**src/rtl/fetch_sequencer.sv**
```systemverilog
`default_nettype none
// ============================================================================
// fetch_sequencer : instruction fetch/issue sequencer with halt, illegal-opcode
//                   and done-timeout supervision. Optional: FETCH_SINGLE_STEP_EN
// Revision 1.0
// ============================================================================
module fetch_sequencer #(
    parameter int ADDR_W       = 8,
    parameter int DONE_TIMEOUT = 15
) (
    input  logic              clk,
    input  logic              Resetn,
    input  logic              start,
    input  logic              halt_req,
`ifdef FETCH_SINGLE_STEP_EN
    input  logic              step,
`endif
    output logic [ADDR_W-1:0] mem_addr,
    output logic              mem_rd,
    input  logic [8:0]        mem_rdata,
    input  logic              mem_valid,
    output logic [8:0]        ir,
    output logic [8:0]        din,
    output logic              run,
    input  logic              done,
    input  logic              jmp,
    output logic [ADDR_W-1:0] pc,
    output logic              busy,
    output logic              halted,
    output logic              err
);

    typedef enum logic [3:0] {
        S_IDLE   = 4'd0,
        S_FETCH  = 4'd1,
        S_FWAIT  = 4'd2,
        S_DECODE = 4'd3,
        S_IMM    = 4'd4,
        S_IWAIT  = 4'd5,
        S_ISSUE  = 4'd6,
        S_EXEC   = 4'd7,
        S_HALT   = 4'd8
    } state_t;

    // Timeout fires on the EXEC cycle that puts HALT exactly DONE_TIMEOUT cycles after run.
    localparam logic [7:0] TMO_LAST = 8'(DONE_TIMEOUT - 2);

    state_t            state_q, state_d;
    logic [ADDR_W-1:0] pc_q, pc_d;
    logic [8:0]        ir_q, ir_d;
    logic [8:0]        din_q, din_d;
    logic              err_q, err_d;
    logic              pend_q, pend_d;
    logic [7:0]        tmo_q, tmo_d;
    logic              step_mode;
`ifdef FETCH_SINGLE_STEP_EN
    logic              step_q, step_d;
    assign step_mode = step_q;
`else
    assign step_mode = 1'b0;
`endif

    always_ff @(posedge clk) begin
        if (!Resetn) begin
            state_q <= S_IDLE;
            pc_q    <= '0;
            ir_q    <= '0;
            din_q   <= '0;
            err_q   <= 1'b0;
            pend_q  <= 1'b0;
            tmo_q   <= '0;
`ifdef FETCH_SINGLE_STEP_EN
            step_q  <= 1'b0;
`endif
        end else begin
            state_q <= state_d;
            pc_q    <= pc_d;
            ir_q    <= ir_d;
            din_q   <= din_d;
            err_q   <= err_d;
            pend_q  <= pend_d;
            tmo_q   <= tmo_d;
`ifdef FETCH_SINGLE_STEP_EN
            step_q  <= step_d;
`endif
        end
    end

    always_comb begin
        state_d = state_q;
        pc_d    = pc_q;
        ir_d    = ir_q;
        din_d   = din_q;
        err_d   = err_q;
        tmo_d   = tmo_q;
        pend_d  = pend_q | (halt_req & (state_q != S_HALT));
`ifdef FETCH_SINGLE_STEP_EN
        step_d  = step_q;
`endif
        case (state_q)
            S_IDLE: begin
                if (start) state_d = pend_d ? S_HALT : S_FETCH;
            end
            S_FETCH, S_FWAIT: begin
                if (mem_valid) begin
                    ir_d    = mem_rdata;
                    pc_d    = pc_q + ADDR_W'(1);
                    state_d = S_DECODE;
                end else begin
                    state_d = S_FWAIT;
                end
            end
            S_DECODE: begin
                case (ir_q[8:6])
                    3'b000, 3'b001, 3'b010: state_d = S_ISSUE;
                    3'b011, 3'b100:         state_d = S_IMM;
                    default: begin
                        err_d   = 1'b1;
                        state_d = S_HALT;
                    end
                endcase
            end
            S_IMM, S_IWAIT: begin
                if (mem_valid) begin
                    din_d   = mem_rdata;
                    pc_d    = pc_q + ADDR_W'(1);
                    state_d = S_ISSUE;
                end else begin
                    state_d = S_IWAIT;
                end
            end
            S_ISSUE: begin
                tmo_d   = '0;
                state_d = S_EXEC;
            end
            S_EXEC: begin
                if (done) begin
                    if (jmp) pc_d = ADDR_W'(din_q);
                    state_d = (pend_d || step_mode) ? S_HALT : S_FETCH;
                end else if (tmo_q == TMO_LAST) begin
                    err_d   = 1'b1;
                    state_d = S_HALT;
                end else begin
                    tmo_d = tmo_q + 8'd1;
                end
            end
            S_HALT: begin
                if (start) begin
                    state_d = S_FETCH;
`ifdef FETCH_SINGLE_STEP_EN
                    step_d  = 1'b0;
                end else if (step) begin
                    state_d = S_FETCH;
                    step_d  = 1'b1;
`endif
                end
            end
            default: state_d = S_IDLE;
        endcase
        if (state_d == S_HALT && state_q != S_HALT) pend_d = 1'b0;
    end

    assign mem_rd   = (state_q == S_FETCH) || (state_q == S_FWAIT) ||
                      (state_q == S_IMM)   || (state_q == S_IWAIT);
    assign mem_addr = pc_q;
    assign run      = (state_q == S_ISSUE);
    assign busy     = (state_q != S_IDLE) && (state_q != S_HALT);
    assign halted   = (state_q == S_HALT);
    assign err      = err_q;
    assign ir       = ir_q;
    assign din      = din_q;
    assign pc       = pc_q;

endmodule
`default_nettype wire

```
**config.mk**
```make
export PLATFORM = sky130hd
export DESIGN_NAME = fetch_sequencer
export DESIGN_NICKNAME = d
export VERILOG_FILES = /design/src/rtl/fetch_sequencer.sv
export SDC_FILE = /design/constraint.sdc
export NUM_CORES = 1
export LEC_CHECK = 0
export CAP_MARGIN = 10
export CELL_PAD_IN_SITES_DETAIL_PLACEMENT = 0
export CELL_PAD_IN_SITES_GLOBAL_PLACEMENT = 1
export CORE_MARGIN = 5
export CORE_UTILIZATION = 39
export CTS_BUF_LIST = sky130_fd_sc_hd__clkbuf_8
export CTS_CLUSTER_DIAMETER = 60
export DETAILED_ROUTE_END_ITERATION = 8
export PLACE_DENSITY_LB_ADDON = 0.1
export SETUP_SLACK_MARGIN = 0.1
export SKIP_CTS_REPAIR_TIMING = 1
export SYNTH_ARGS = -nofsm -noshare
export SYNTH_HDL_FRONTEND = slang
export SYNTH_SLANG_ARGS = --single-unit
export TNS_END_PERCENT = 20
```
**constraint.sdc**
```tcl
create_clock -name clk -period 5 [get_ports clk]
set_input_delay 1 -clock clk [delete_from_list [all_inputs] [get_ports clk]]
set_output_delay 1 -clock clk [all_outputs]
set_load 0.005 [all_outputs]
```
# Word-level counts from Yosys, hierarchy flattened
# Cells that the tools add are included.
# W data, S select, Z words.
[word_totals] regBits=40 inputBits=16 output_inout_bits=39 wordCells=77
[classes] add_sub_neg=2 n_eq_ne=22 muxes=20 n_bitwise=3 n_reduce_logical=23
[ops] cell="$mux W8" n=5
[ops] cell="$pmux W8 S2" n=2
[ops] cell="$pmux W4 S7" n=1
[ops] cell="$mux W4" n=5
[ops] cell="$add A8 B1 Y8 const B" n=2
[ops] cell="$eq A4 B3 Y1 const B" n=4
[ops] cell="$ne A2 B2 Y1 const B" n=6
[ops] cell="$eq A4 B2 Y1 const B" n=2
[ops] cell="$eq A4 B4 Y1 const B" n=2
[ops] cell="$eq A8 B4 Y1 const B" n=1
[ops] cell="$pmux W4 S2" n=1
[ops] cell="$reduce_and A4 Y1" n=2
[ops] cell="$reduce_or A2 Y1" n=4
[ops] cell="$eq A3 B2 Y1 const B" n=2
[ops] cell="$reduce_bool A2 Y1" n=3
[ops] cell="$reduce_or A5 Y1" n=1
[ops] cell="$eq A4 B1 Y1 const B" n=1
[ops] cell="$logic_not A4 Y1" n=1
[ops] cell="$mux W1" n=4
[ops] cell="$ne A4 B4 Y1 const B" n=1
[ops] cell="$reduce_and A2 Y1" n=2
[ops] cell="$reduce_bool A4 Y1" n=1
[ops] cell="$reduce_or A4 Y1" n=1
[ops] cell="$eq A3 B1 Y1 const B" n=1
[ops] cell="other kinds (12)" n=15

# Depth between registers and ports, before layout
[depth] ltp_word=9 ltp_mapped=7 mapped_depth_nobuf=6

# Worst setup path before layout
# No wires, ideal clock.
[synth_timing] path_type="in2reg" from="input port done" to="register tmo_q[7]" setup_time_ns=0.059 arrival_ns=2.055 required_ns=4.941 setup_slack_ns=2.886 cell_stages=4 path_buffers=0 path_cell_list="nand2_1 -> or4b_4 -> or4_1 -> nand2_1"
[synth_via] elab_chain_cells=2
[synth_lines] item="start, declared" line="25" text="input logic done,"
[synth_lines] item="$ne A2 B2 Y1 (no line)"
[synth_lines] item="$reduce_and A3 Y1 (no line)"
[synth_lines] item="end signal, assigned" line="82" text="tmo_q <= tmo_d;"
[synth_lines] item="end, declared" line="54" text="logic [7:0] tmo_q, tmo_d;"
# Every way passes these cells.
# A chain may end at the register's enable or synchronous reset.

# Worst setup path in the final report
[layout_timing] from="register state_q[2]" to="output port mem_rd"
[layout_via] elab_chain_cells=4 elab_cells_between_ends=7 cone_classes="eq/ne (4); reduce/logical (3)"
[layout_lines] item="start, declared" line="48" text="state_t state_q, state_d;"
[layout_lines] item="start signal, assigned" line="76" text="state_q <= state_d;"
[layout_lines] item="$eq A4 B1 Y1 / $eq A4 B2 Y1 (equally long branches)" line="163" text="assign mem_rd = (state_q == S_FETCH) || (state_q == S_FWAIT) ||"
[layout_lines] item="$logic_or A1 B1 Y1 (2 in series)" line="163"
[layout_lines] item="$logic_or A1 B1 Y1 (*)" line="164" text="(state_q == S_IMM) || (state_q == S_IWAIT);"
[layout_lines] item="end, declared" line="19" text="output logic mem_rd,"
# Mark *: on every way between the ends. The rest lies on a longest branch, timed or not.

==> impl_metrics.yaml <==
layout:
  final_non_filler_cells: 373
  num-fill-cells: 562
  syn2layout_area_growth_pct: 28.7
  layout_cell_share_with_drive_strength_beyond_1_pct: 4.65
  num_antenna_cells: 0
  multi_input_area_mm2: 0.00118
  mostFrequentLayoutCells: "54 x clkdlybuf4s50_1, 40 x dfxtp_1, 39 x nand2_1"
  design.final.nets: 319
  area.sequential_um2: 801
  layout.cells.most_common: "clkdlybuf4s50_1"
  design_area_mm2: 0.00275
detailed_routing:
  drcViolationCount: 0
  routed_wl_per_cell_um: 14.6
  route.detailed.vias_per_inst: 5.33
  vias: 1987
  wl_um: 5460
  drt_first_iter_violations: 75
  antenna_violating_nets_post_route: 0
  firstDrtPassIters: 4
sta:
  rsz0062_at_grt: "false"
  setup_clock_skew_after_layout_ns: 0.00581
  period_needed_ns: 3.01
  hold_viol_final: 0
  fmax_mhz: 332
  timing.final.max_slew_violations: 0
  setup_viol: 0
  worst_slew_margin_rel_pct: 27.9
  final.period_utilization_pct: 60.3
  fin_tns_setup_ns: 0
  worstMarginPinSlew_ns: 1.08
clocking:
  tritoncts: "built"
  htree_num_levels: 2
  cts_made_buffers: 5
  cts-root-buf: "clkbuf_8"
  clock_tree.buffer_depth: 2
  worst_setup_hold_path_clk_slew_ns: 0.08
  cts.sinks: 40
  worstSkewPairLatency_ns: 0.30
critical_path:
  critPathLaunchType: "register"
  crit-reg2reg-capture: "mem_addr[0]"
  end_kind: "output pin"
  worstSetupPathType: "reg -> out"
  worst_ep_required_time_ns: 4.00
  critical_path_peak_fanout: 17
  r2r_cell_count: 4
  critical_path.reg2reg.startpoint: "state_q[2]"
  critical_path.startpoint: "state_q[2]"
  timing.critical_path.arrival_ns: 2.01
  r2r_slack_ns: 2.70
power:
  power_density_mw_per_mm2: 279
  clkPwrFrac_pct: 35.6
  power.sequential.fraction_pct: 46.7
  switching_share_pct: 27.2
  vdd_ir_drop_max_v: 0.000172
  pwr-share-comb_pct: 17.7
  power.net_switching_uw: 208
  power.leakage_nw: 0.951
  power_uw: 766
  intPower_uw: 557
min_path:
  worstHoldEndpoint: "din[8]"
  min_path_type: "reg -> reg"
  worstHoldStart: "din[8]"
  holdPathStages: 2
synthesis:
  seq_cells_post_synth: 40
  most_used_flip_flop_cell_after_synthesis: "dfxtp_1"
  netlist-cell-type-count: 50
  postSynthNetCount: 282
  synth_compound_area_share_pct: 18.8
  largest_family_of_logic_cells_by_synthesized_area: "simple AND/OR/NAND/NOR gates"
  synth-async-reset-ratio_pct: 0
  post_synth.cell_area_avg_um2: 8.12
  post_synthesis_share_of_cell_area_spent_on_xor_and_xnor_gates_pct: 0.821
  mux_share_of_post_synthesis_cell_area_pct: 5.16
  synth_area_mm2: 0.00213
  ys.warnings.count: 0
  yosys.area_share.adder_pct: 1.76
  synth_simple_gate_area_share_pct: 28.7
  yosys-top-cells-area: "dfxtp_1 38%, nand2_1 6.9%, a21oi_1 6.1%, mux2i_1 5.2%, nor2_1 4.0%"
  post_synthesis_cells: 263
  synth-edff-count: 0
  synth_seq_area_share_pct: 37.5
  synthDominantCellAreaShare_pct: 37.5
  yosys.area.top_type: "dfxtp_1"
floorplanning:
  die_footprint_mm2: 0.00705
  num_rows: 27
  die_h_um: 84.0
  core_area_mm2: 0.00541
  initial_utilization_pct: 39.5
  die_width_um: 84.0
  num_io_pins: 55
run:
  maxCapViolations: 0
place:
  dpl.cell_count: 365
  gp_routability_congestion: 0.817
  dpl_cell_area_mm2: 0.00263
  dp.final_hpwl_um: 3940
  port_buffers: 54
global_routing:
  track_usage_pct: 16.0
  overall_overflow_remaining_after_global_route: 0
  grt_pass1_vias: 1892
  initial_antenna_violation_count: 0
  grt_max_degree: 35
  grt_pass1_wl_um: 9360
run_status:
  outcome: "completed"
[cells in the mapped netlist (all sizes together) (2+ instances only)]
cell    count
a21oi      26
nand3b      6
nor2       23
or3         4
a32oi       3
o32a        2
nor4        2
clkbuf      9
nand2b      4
inv         6
or2         2
o21ai       8
or4b        4
or4         3
a211oi      2
nor3        4
nand2      39
and4b       2
nand3       9
ha          3
and3b       2
o32ai       2
a31oi       3
mux2i      11
buf        15
and3        4
dfxtp      40
o31ai       3
nand4       2
o211ai      3
a21o        2
[cell families after synthesis]
family,after synthesis
compound gates,61
simple gates,116
fa+ha+maj,3
buf+inv,30
flops,40
mux,11
xor+xnor,2
[power groups by stage]
stage	combinational, mW	sequential, mW	clock [mW]
finish	0.135	0.358	0.273
global route	0.150	0.362	0.297
CTS	0.137	0.357	0.282
detailed placement	0.136	0.364	0
global placement	0.136	0.364	0
floorplan	0.0910	0.352	0
[registers in the layout, summed over array words and instances (netlist names)]
name,flops
din,9
err,1
ir,9
mem_addr,8
pend_q,1
state_q,4
tmo_q,8
[critical path, cell delays in order (launching register included)]
cell and delay [ns]:
dfxtp_1 0.68, or3_1 0.35, and3_1 0.20, clkdlybuf4s50_1 0.49
[metal layers]
metal	GRT usage (%)	vias up	share of wire, %
met2	22.8	54	42
met5	0	-	0
met1	23.3	907	51
met4	6.14	0	1.5
li1	-	1017	-
met3	3.65	9	5.5
[final cells by class]
type	instances	share of cell area, %
multi-input cells	193	42.9
flip-flops and latches	40	29.1
repair buffers	54	19.7
well taps	72	3.28
clock buffers	5	2.50
clock inverters	3	1.73
inverters	6	0.820
[metrics by stage]
step / hold WS, ns / worst slack [ns] / utilization [%]
after floorplan: 0.453 / 2.89 / -
after global placement: 0.462 / 2.05 / 48.7
after detailed placement: 0.458 / 1.99 / 48.7
after CTS: 0.480 / 2.00 / 50.8
after global routing: 0.508 / 1.87 / 50.8
final: 0.483 / 1.99 / 50.8
[worst max-delay path by stage]
stage | cells past startpoint | endpoint
2_1_floorplan | 4 | tmo_q[7]
3_3_place_gp | 5 | tmo_q[7]
3_5_place_dp | 5 | tmo_q[7]
4_1_cts | 3 | mem_rd
5_1_grt | 3 | mem_rd
6_report | 3 | mem_rd
Note: power is estimated with default switching activity, not from simulation.
